<file path="src/rtl/program_loader_pkg.sv">
// Shared definitions for the instruction-memory loader: FSM encoding, frame marker,
// and instruction field positions also used by the decode stage.
package program_loader_pkg;

  localparam logic [2:0] ST_IDLE  = 3'd0;
  localparam logic [2:0] ST_COUNT = 3'd1;
  localparam logic [2:0] ST_DATA  = 3'd2;
  localparam logic [2:0] ST_WRITE = 3'd3;
  localparam logic [2:0] ST_CHECK = 3'd4;
  localparam logic [2:0] ST_DONE  = 3'd5;
  localparam logic [2:0] ST_ERROR = 3'd6;

  localparam logic [7:0] SYNC_BYTE_DEF = 8'hA5;

  localparam int INSN_COND_MSB = 31;
  localparam int INSN_COND_LSB = 28;
  localparam int INSN_OP_MSB   = 27;
  localparam int INSN_OP_LSB   = 24;
  localparam int INSN_S_BIT    = 23;
  localparam int INSN_RD_MSB   = 22;
  localparam int INSN_RD_LSB   = 19;
  localparam int INSN_RS1_MSB  = 18;
  localparam int INSN_RS1_LSB  = 15;
  localparam int INSN_RS2_MSB  = 14;
  localparam int INSN_RS2_LSB  = 11;

  // Big-endian packing: earlier bytes migrate toward the MSB.
  function automatic logic [31:0] shift_in_byte(input logic [31:0] word,
                                                input logic [7:0]  data);
    return {word[23:0], data};
  endfunction

endpackage

</file>
<file path="src/rtl/program_loader_if.sv">
// Byte-stream handshake into the loader; a transfer happens when rx_valid & rx_ready.
interface program_loader_if;
    logic [7:0] rx_data;
    logic       rx_valid;
    logic       rx_ready;

    modport master (output rx_data, output rx_valid, input rx_ready);
    modport slave  (input rx_data, input rx_valid, output rx_ready);
endinterface

</file>
<file path="src/rtl/program_loader_word_packer.sv">
// Packs payload bytes MSB-first into 32-bit words while folding them into an XOR checksum.
module program_loader_word_packer
    import program_loader_pkg::*;
(
    input  logic        clk,
    input  logic        rst,
    input  logic        clear_i,
    input  logic        byte_vld_i,
    input  logic [7:0]  byte_i,
    output logic [31:0] word_o,
    output logic [7:0]  csum_o,
    output logic        word_full_o
);

    logic [31:0] shift_q, shift_d;
    logic [1:0]  idx_q, idx_d;
    logic [7:0]  csum_q, csum_d;

    always_comb begin
        shift_d = shift_q;
        idx_d   = idx_q;
        csum_d  = csum_q;
        if (clear_i) begin
            idx_d  = 2'd0;
            csum_d = 8'd0;
        end else if (byte_vld_i) begin
            shift_d = shift_in_byte(shift_q, byte_i);
            csum_d  = csum_q ^ byte_i;
            idx_d   = idx_q + 2'd1;
        end
    end

    always_ff @(posedge clk) begin
        if (rst) begin
            shift_q <= 32'd0;
            idx_q   <= 2'd0;
            csum_q  <= 8'd0;
        end else begin
            shift_q <= shift_d;
            idx_q   <= idx_d;
            csum_q  <= csum_d;
        end
    end

    assign word_o      = shift_q;
    assign csum_o      = csum_q;
    assign word_full_o = byte_vld_i & ~clear_i & (idx_q == 2'd3);

endmodule

</file>
<file path="src/rtl/program_loader.sv">
// Frame receiver that writes a program into instruction RAM and holds the CPU
// in reset until the whole frame has arrived with a matching checksum.
module program_loader
    import program_loader_pkg::*;
#(
    parameter int         ADDR_W        = 8,
    parameter logic [7:0] SYNC_BYTE     = SYNC_BYTE_DEF,
    parameter int         BASE_ADDR     = 0,
    parameter bit         HOLD_AT_RESET = 1'b1
) (
    input  logic              clk,
    input  logic              pc_reset,
    program_loader_if.slave   rx,
    output logic              mem_wr_en,
    output logic [15:0]       mem_addr,
    output logic [31:0]       mem_wr_data,
    output logic              cpu_hold,
    output logic              load_done,
    output logic              load_error,
    output logic [ADDR_W:0]   words_loaded
);

    localparam int CW = ADDR_W + 1;

    logic [2:0]        state_q, state_d;
    logic [CW-1:0]     n_q, n_d;
    logic [CW-1:0]     words_q, words_d;
    logic              hold_q, hold_d;
    logic              done_q, done_d;
    logic              err_q, err_d;

    logic              accept;
    logic              pk_clear;
    logic              pk_vld;
    logic [31:0]       pk_word;
    logic [7:0]        pk_csum;
    logic              pk_full;
    logic [ADDR_W-1:0] wr_addr;
    logic [CW-1:0]     words_inc;

    assign rx.rx_ready = (state_q != ST_WRITE);
    assign accept      = rx.rx_valid & rx.rx_ready;
    assign pk_vld      = accept & (state_q == ST_DATA);
    assign words_inc   = words_q + 1'b1;

    program_loader_word_packer u_packer (
        .clk         (clk),
        .rst         (pc_reset),
        .clear_i     (pk_clear),
        .byte_vld_i  (pk_vld),
        .byte_i      (rx.rx_data),
        .word_o      (pk_word),
        .csum_o      (pk_csum),
        .word_full_o (pk_full)
    );

    always_comb begin
        state_d  = state_q;
        n_d      = n_q;
        words_d  = words_q;
        hold_d   = hold_q;
        done_d   = done_q;
        err_d    = err_q;
        pk_clear = 1'b0;
        case (state_q)
            ST_IDLE, ST_DONE, ST_ERROR: begin
                // Only a sync marker opens a frame; any other byte is dropped.
                if (accept && (rx.rx_data == SYNC_BYTE)) begin
                    state_d  = ST_COUNT;
                    hold_d   = 1'b1;
                    done_d   = 1'b0;
                    err_d    = 1'b0;
                    words_d  = '0;
                    pk_clear = 1'b1;
                end
            end
            ST_COUNT: begin
                if (accept) begin
                    // A zero count encodes a full memory image.
                    n_d     = (rx.rx_data == 8'd0) ? CW'(1 << ADDR_W) : CW'(rx.rx_data);
                    state_d = ST_DATA;
                end
            end
            ST_DATA: begin
                if (pk_full) state_d = ST_WRITE;
            end
            ST_WRITE: begin
                words_d = words_inc;
                state_d = (words_inc == n_q) ? ST_CHECK : ST_DATA;
            end
            ST_CHECK: begin
                if (accept) begin
                    if (rx.rx_data == pk_csum) begin
                        state_d = ST_DONE;
                        done_d  = 1'b1;
                        hold_d  = 1'b0;
                    end else begin
                        state_d = ST_ERROR;
                        err_d   = 1'b1;
                    end
                end
            end
            default: state_d = ST_IDLE;
        endcase
    end

    always_ff @(posedge clk) begin
        if (pc_reset) begin
            state_q <= ST_IDLE;
            n_q     <= '0;
            words_q <= '0;
            hold_q  <= HOLD_AT_RESET;
            done_q  <= 1'b0;
            err_q   <= 1'b0;
        end else begin
            state_q <= state_d;
            n_q     <= n_d;
            words_q <= words_d;
            hold_q  <= hold_d;
            done_q  <= done_d;
            err_q   <= err_d;
        end
    end

    // Address wraps naturally at the RAM depth.
    assign wr_addr      = ADDR_W'(BASE_ADDR) + words_q[ADDR_W-1:0];
    assign mem_addr     = 16'(wr_addr);
    assign mem_wr_en    = (state_q == ST_WRITE);
    assign mem_wr_data  = pk_word;
    assign cpu_hold     = hold_q;
    assign load_done    = done_q;
    assign load_error   = err_q;
    assign words_loaded = words_q;

endmodule

</file>
<file path="src/flat_wrapper.sv">
// flat-port wrapper written by rule: the top's interface ports become plain ports
module program_loader_flat import program_loader_pkg::*;
#(
    parameter int         ADDR_W        = 8,
    parameter logic [7:0] SYNC_BYTE     = SYNC_BYTE_DEF,
    parameter int         BASE_ADDR     = 0,
    parameter bit         HOLD_AT_RESET = 1'b1
)
  (clk, pc_reset, mem_wr_en, mem_addr, mem_wr_data, cpu_hold, load_done, load_error, words_loaded, rx_rx_data, rx_rx_valid, rx_rx_ready);
  program_loader_if rx_i ();
  input  logic clk;
  input  logic pc_reset;
  output logic mem_wr_en;
  output logic [15:0] mem_addr;
  output logic [31:0] mem_wr_data;
  output logic cpu_hold;
  output logic load_done;
  output logic load_error;
  output logic [ADDR_W:0] words_loaded;
  input wire logic [$bits(rx_i.rx_data)-1:0] rx_rx_data;
  input wire logic [$bits(rx_i.rx_valid)-1:0] rx_rx_valid;
  output wire logic [$bits(rx_i.rx_ready)-1:0] rx_rx_ready;
  assign rx_i.rx_data = rx_rx_data;
  assign rx_i.rx_valid = rx_rx_valid;
  assign rx_rx_ready = rx_i.rx_ready;
  program_loader #(.ADDR_W(ADDR_W), .SYNC_BYTE(SYNC_BYTE), .BASE_ADDR(BASE_ADDR), .HOLD_AT_RESET(HOLD_AT_RESET)) u_core (.clk(clk), .pc_reset(pc_reset), .rx(rx_i), .mem_wr_en(mem_wr_en), .mem_addr(mem_addr), .mem_wr_data(mem_wr_data), .cpu_hold(cpu_hold), .load_done(load_done), .load_error(load_error), .words_loaded(words_loaded));
endmodule
</file>
<file path="config.mk">
export PLATFORM = sky130hd
export DESIGN_NAME = program_loader_flat
export DESIGN_NICKNAME = d
export VERILOG_FILES = /design/src/rtl/program_loader_pkg.sv /design/src/rtl/program_loader_if.sv /design/src/rtl/program_loader_word_packer.sv /design/src/rtl/program_loader.sv /design/src/flat_wrapper.sv
export SDC_FILE = /design/constraint.sdc
export NUM_CORES = 1
export LEC_CHECK = 0
export ABC_AREA = 0
export CELL_PAD_IN_SITES_DETAIL_PLACEMENT = 1
export CELL_PAD_IN_SITES_GLOBAL_PLACEMENT = 1
export CORE_MARGIN = 2
export CORE_UTILIZATION = 39
export DETAILED_ROUTE_END_ITERATION = 12
export PLACE_DENSITY = 0.94
export SLEW_MARGIN = 5
export SYNTH_ARGS = -nofsm -noshare
export SYNTH_HDL_FRONTEND = slang
export SYNTH_SLANG_ARGS = --single-unit
</file>
<file path="constraint.sdc">
create_clock -name clk -period 5.1 [get_ports clk]
set_input_delay 1.02 -clock clk [delete_from_list [all_inputs] [get_ports clk]]
set_output_delay 1.02 -clock clk [all_outputs]
set_load 0.005 [all_outputs]
</file>
==> After elaboration in Yosys (flattened, before gate mapping) <==
Index checks and enable logic that the tools add are counted.
{ "word_totals": {"reg_bits": 66, "in_bits": 11, "out_inout_bits": 62, "wordCells": 70} }
{ "classes": {"add_sub_neg": 2, "n_eq_ne": 17, "muxes": 23, "n_bitwise": 6, "reduce_logical": 13} }
{ "ops": {"columns": ["cell", "count"], "rows": [
  ["two-way mux 9 bit", 2],
  ["case mux 9 bit (2 select lines)", 1],
  ["two-way mux 3 bit", 5],
  ["case mux 3 bit (5 select lines)", 1],
  ["AND reduction 4 bit", 3],
  ["two-way mux 1 bit", 10],
  ["inequality test 2 x 1 -> 1 bit, second input constant", 5],
  ["adder 9 x 1 -> 9 bit, second input constant", 1],
  ["== test 3 bit, second input constant", 3],
  ["== test 9 bit", 1],
  ["== test 8 bit", 1],
  ["== test 8 bit, second input constant", 1],
  ["logical NOT 8 bit", 1],
  ["XOR 8 bit", 1],
  ["== test 3 x 2 -> 1 bit, second input constant", 2],
  ["case mux 1 bit (2 select lines)", 3],
  ["AND reduction 2 bit", 3],
  ["AND 1 bit", 4],
  ["nonzero test 2 bit", 2],
  ["== test 3 x 1 -> 1 bit, second input constant", 1],
  ["logical NOT 3 bit", 1],
  ["inequality test 3 x 2 -> 1 bit, second input constant", 1],
  ["OR reduction 3 bit", 1],
  ["adder 2 x 1 -> 2 bit, second input constant", 1],
  ["other kinds (6)", 6]
]} }

==> Longest topological paths before layout <==
{ "logic_depth": {"depth_word": 10, "ltp_mapped": 7, "ltp_nobuf": 7} }

==> By module <==
Synthesis repeated with hierarchy kept, for this count alone.
{ "unflattened": {"hier_cells": 411, "hier_area_um2": 3234.4} }
{ "by_module_without_submodules": {"columns": ["module", "n_inst", "cells_per_inst", "area_per_inst_um2", "seq_area_each_um2"], "rows": [
  ["program_loader", 1, 227, 1710.4, 480.5],
  ["program_loader_word_packer", 1, 184, 1524.0, 840.8]
]} }

==> Worst setup path before layout <==
Ideal clock, no wire load.
{ "synth_path": {"kind": "input -> register", "from": "input rx_rx_data[7]", "to": "register u_core.hold_q, in the netlist u_core.cpu_hold", "arrival_ns": 2.234, "t_required_ns": 4.986, "setup_slack_ns": 2.752, "stages": 5, "path_cell_list": "xor2_1 -> nor4_1 -> nand2_1 -> or4_1 -> a21o_1"} }
{ "synth_between": {"elab_chain_len": 4, "elab_cells_between_ends": 6, "cone_classes": "eq/ne (4); reduce/logical (2)"} }
{ "synth_rtl": {"columns": ["item", "line", "rtl"], "rows": [
  ["from (decl)", "flat_wrapper.sv:20", "input wire logic [$bits(rx_i.rx_data)-1:0] rx_rx_data;"],
  ["== test 8 bit", "program_loader.sv:68", "if (accept && (rx.rx_data == SYNC_BYTE)) begin"],
  ["logical AND 1 bit", "program_loader.sv:68", null],
  ["inequality test 2 x 1 -> 1 bit (no source line)", null, null],
  ["AND reduction 4 bit (no source line) (*)", null, null],
  ["to (signal assigned)", "program_loader.sv:119", "hold_q <= hold_d;"],
  ["to (decl)", "program_loader.sv:28", "logic hold_q, hold_d;"]
]} }
Mark *: on every way between the ends. The rest lies on a longest branch, timed or not.
A chain may end at the register's enable or synchronous reset.

==> Worst setup path in the final report <==
{ "layout_path": {"from": "register u_core.state_q[0]", "to": "output rx_rx_ready"} }
{ "layout_between": {"elab_chain_len": 1} }
{ "layout_rtl": {"columns": ["item", "line", "rtl"], "rows": [
  ["from (decl)", "program_loader.sv:25", "logic [2:0] state_q, state_d;"],
  ["from (signal assigned)", "program_loader.sv:116", "state_q <= state_d;"],
  ["inequality test 3 x 2 -> 1 bit", "program_loader.sv:41", "assign rx.rx_ready = (state_q != ST_WRITE);"],
  ["to (decl)", "flat_wrapper.sv:22", "output wire logic [$bits(rx_i.rx_ready)-1:0] rx_rx_ready;"]
]} }
Every way passes these cells.

==> summary.md <==
| Metric | Value |
|---|---|
| Status | `finished clean` |
| Hold slack | `approximately 0.46 ns` |
| Post-CTS Hold Fix Bufs | `0` |
| DRC errors left | `0` |
| Largest cells by area after synthesis | `dfxtp_1 42%, nand2_1 11%, a21oi_1 9.4%` |
| CORE AREA | `approximately 0.008 mm^2` |
| Critical path class | `flip-flop to primary output` |
| TritonCTS clock tree | `built` |
| Via count | `between 2000 and 3000` |
| Worst skew pair latency | `0.35 ns` |
| ANT cells | `0` |
| Crit path from | `u_core.state_q[0]` |
| Rel. slew slack | `30.99%` |
| Iteration-0 DRC count of the detailed router | `approximately 180` |
| Yosys top cell area share | `between 40% and 50%` |
| Post-route clock period utilization | `approximately two thirds` |
| Die height | `93.65 um` |
| Post-DR wirelength/cell | `17.37 um` |
| Post-synth ARST share | `0%` |
| CP startpoint kind | `flip-flop` |
| Worst Reg-to-Reg Cells | `5` |
| HP Class | `flip-flop to flip-flop` |
| Peak VDD IR | `roughly 170 uV` |
| Most frequent cells in the layout | `95 x nand2_1, 66 x dfxtp_1, 63 x clkdlybuf4s50_1` |
| WL final | `9.590 mm` |
| I/O pins | `73` |
| CTS sink cnt | `66` |
| Commonest non-fill, non-tap cell in the layout | `nand2_1` |
| Number of flops mapped to enable cells by yosys | `0` |
| Fillers | `between 900 and 1000` |
| Final min period | `around 3.5 ns` |
| First-pass DRT Iterations | `4` |
| Layout Nets | `approximately 460` |
| Design Area, Final | `0.003960 mm^2` |
| Post-CTS Setup Bufs | `0` |
| Least-Margin Pin Slew | `between 1 and 1.5 ns` |
| All-layer global routing usage | `between 20% and 30%` |
| CP required | `around 4.1 ns` |
| Buffers on Ports | `between 60 and 70` |
| # rows | `32` |
| Yosys cell types | `44` |
| Clk_skew | `0.007212 ns` |
| Post_cts resized | `0` |
| Grt total ovfl | `0` |
| RSZ-0062 raised after global routing | `no` |
| Num CTS Buffers | `9` |
| FMAX | `0.2892 GHz` |
| #FFs+latches synth | `66` |
| Max Cap Viol | `0` |
| Dpl cell area | `between 0.003 and 0.004 mm^2` |
| Final Wtd Congestion | `between 0.8 and 0.9` |
| Worst EP arrival | `between 2 and 2.5 ns` |
| Largest net degree at the start of global routing | `between 50 and 60` |
| Vias per cell | `between 5 and 6` |
| Fin. Hold Viols | `0` |
| Pins over their slew limit | `0` |
| Yosys warns | `0` |
| Leading area contributor after synthesis | `dfxtp_1` |
| Crit. End Element | `primary output` |
| Layout cells sized above 1 | `roughly 6.2%` |
| PD cells | `approximately 270 mW/mm^2` |
| Clock edge transition at the registers on the reported setup and hold paths | `around 0.080 ns` |
| Root Driver | `clkbuf_8` |
| Reg2reg start | `u_core.words_loaded[0]` |
| Vias in the first global route | `3061` |
| Hold Path Stages | `2` |
| Seq/Total Area, Yosys | `42.16%` |
| CTS H-Tree Depth | `3` |
| Cell count after synthesis | `roughly 400` |
| Post-DRT Antenna Nets | `0` |
| Initial antenna violation count | `0` |
| Die Wd | `between 90 and 100 um` |
| Setup TNS | `0 ns` |
| Avg Inst Size Synth | `between 7 and 8 um^2` |
| Synth Flop Type | `dfxtp_1` |
| Crit Path Max Fanout | `19` |
| Initial core utilization | `between 40% and 50%` |
| Min-Delay Startpoint | `u_core.u_packer.word_o[28]` |
| HPWL after detailed placement | `~6.5 mm` |
| Pleak | `around 0.0013 uW` |
| Die ar. | `~0.0088 mm^2` |
| P&R area growth vs syn | `26.35%` |
| Mapped cell area | `about 0.0031 mm^2` |
| Max Root-Sink Buffers | `2` |
| First-pass GRT wire length | `around 15 mm` |
| Final Setup Violations | `0` |
==> final timing paths <==
kind | slack, ns | endpoint
worst max-delay path | 1.64 | rx_rx_ready
worst min-delay path | 0.46 | u_core.u_packer.word_o[28]
worst max register to register | 2.69 | u_core.state_q[1]
worst min register to register | 0.46 | u_core.u_packer.word_o[28]
==> cell families after synthesis <==
family / after synthesis / synth area share, %
compound gates: 92 / 17.09
xor+xnor: 29 / 8.104
fa+ha+maj: 2 / 0.7983
buf+inv: 43 / 7.345
flops: 66 / 42.16
other cells: 1 / 0.1196
simple gates: 165 / 24.39
==> metal layers <==
metal / vias up / wire [um] / global-route usage [%]
met5: - / 0 / 0
met3: 25 / 453 / 6.849
li1: 1428 / - / -
met4: 0 / 243 / 9.420
met2: 92 / 4981 / 40.65
met1: 1431 / 3911 / 26.09
==> sequential cells by signal (all words and copies together), names as in the netlist <==
| register | flops |
|---|---|
| u_core.n_q | 9 |
| u_core.state_q | 3 |
| u_core.load_error | 1 |
| u_core.load_done | 1 |
| u_core.u_packer.csum_o | 8 |
| u_core.u_packer.word_o | 32 |
| u_core.cpu_hold | 1 |
| u_core.words_loaded | 9 |
| u_core.u_packer.idx_q | 2 |
==> report_power, final <==
group / leakage (uW) / switching [uW] / internal, uW
combinational: 0.000662 / 20.8 / 10.6
sequential: 0.000531 / 0.151 / 515
clock: 0.000109 / 219 / 289
==> worst max-delay path, stage by stage (launching register included) <==
cell             delay, ns
dfxtp_1               0.71
inv_1                 0.24
nor2_2                0.39
inv_1                 0.25
clkdlybuf4s50_1       0.50
==> metrics by stage <==
step | utilization, % | setup slack [ns] | std cells | total power [uW]
3_5_place_dp | 48.07 | 1.888 | 536 | 557.7
6_report | 50.98 | 1.642 | 552 | 1054
3_3_place_gp | 48.07 | 1.953 | 536 | 557.1
2_1_floorplan | - | 2.752 | 405 | 546.5
5_1_grt | 50.98 | 1.467 | 552 | 1084
4_1_cts | 50.98 | 1.657 | 552 | 1061
==> cells in the mapped netlist, types with 2 or more instances <==
library cell / number
nand2_1: 95
dfxtp_1: 66
a21oi_1: 59
nor2_1: 22
xor2_1: 20
buf_4: 17
clkbuf_1: 16
nand3_1: 9
o21ai_0: 9
xnor2_1: 9
a311oi_1: 6
inv_1: 6
and3_1: 5
nand2b_1: 5
nand4_1: 5
buf_2: 4
nor3_1: 4
a31oi_1: 3
nor4_1: 3
a211oi_1: 2
a221o_1: 2
ha_1: 2
nor2b_1: 2
nor3b_1: 2
o21bai_1: 2
o22ai_1: 2
or2_2: 2
or3_1: 2
or4_1: 2
==> area by class of cell <==
type                            instances  area (um^2)  area share, %
Clock buffer                           10        137.6          3.476
Multi-Input combinational cell        296         1612          40.70
Sequential cell                        66         1321          33.36
Clock inverter                          6        88.84          2.243
Inverter                                6        22.52         0.5687
Timing Repair Buffer                   66        650.6          16.43
Tap cell                              102        127.6          3.223
Note: power is estimated with default switching activity, not from simulation.
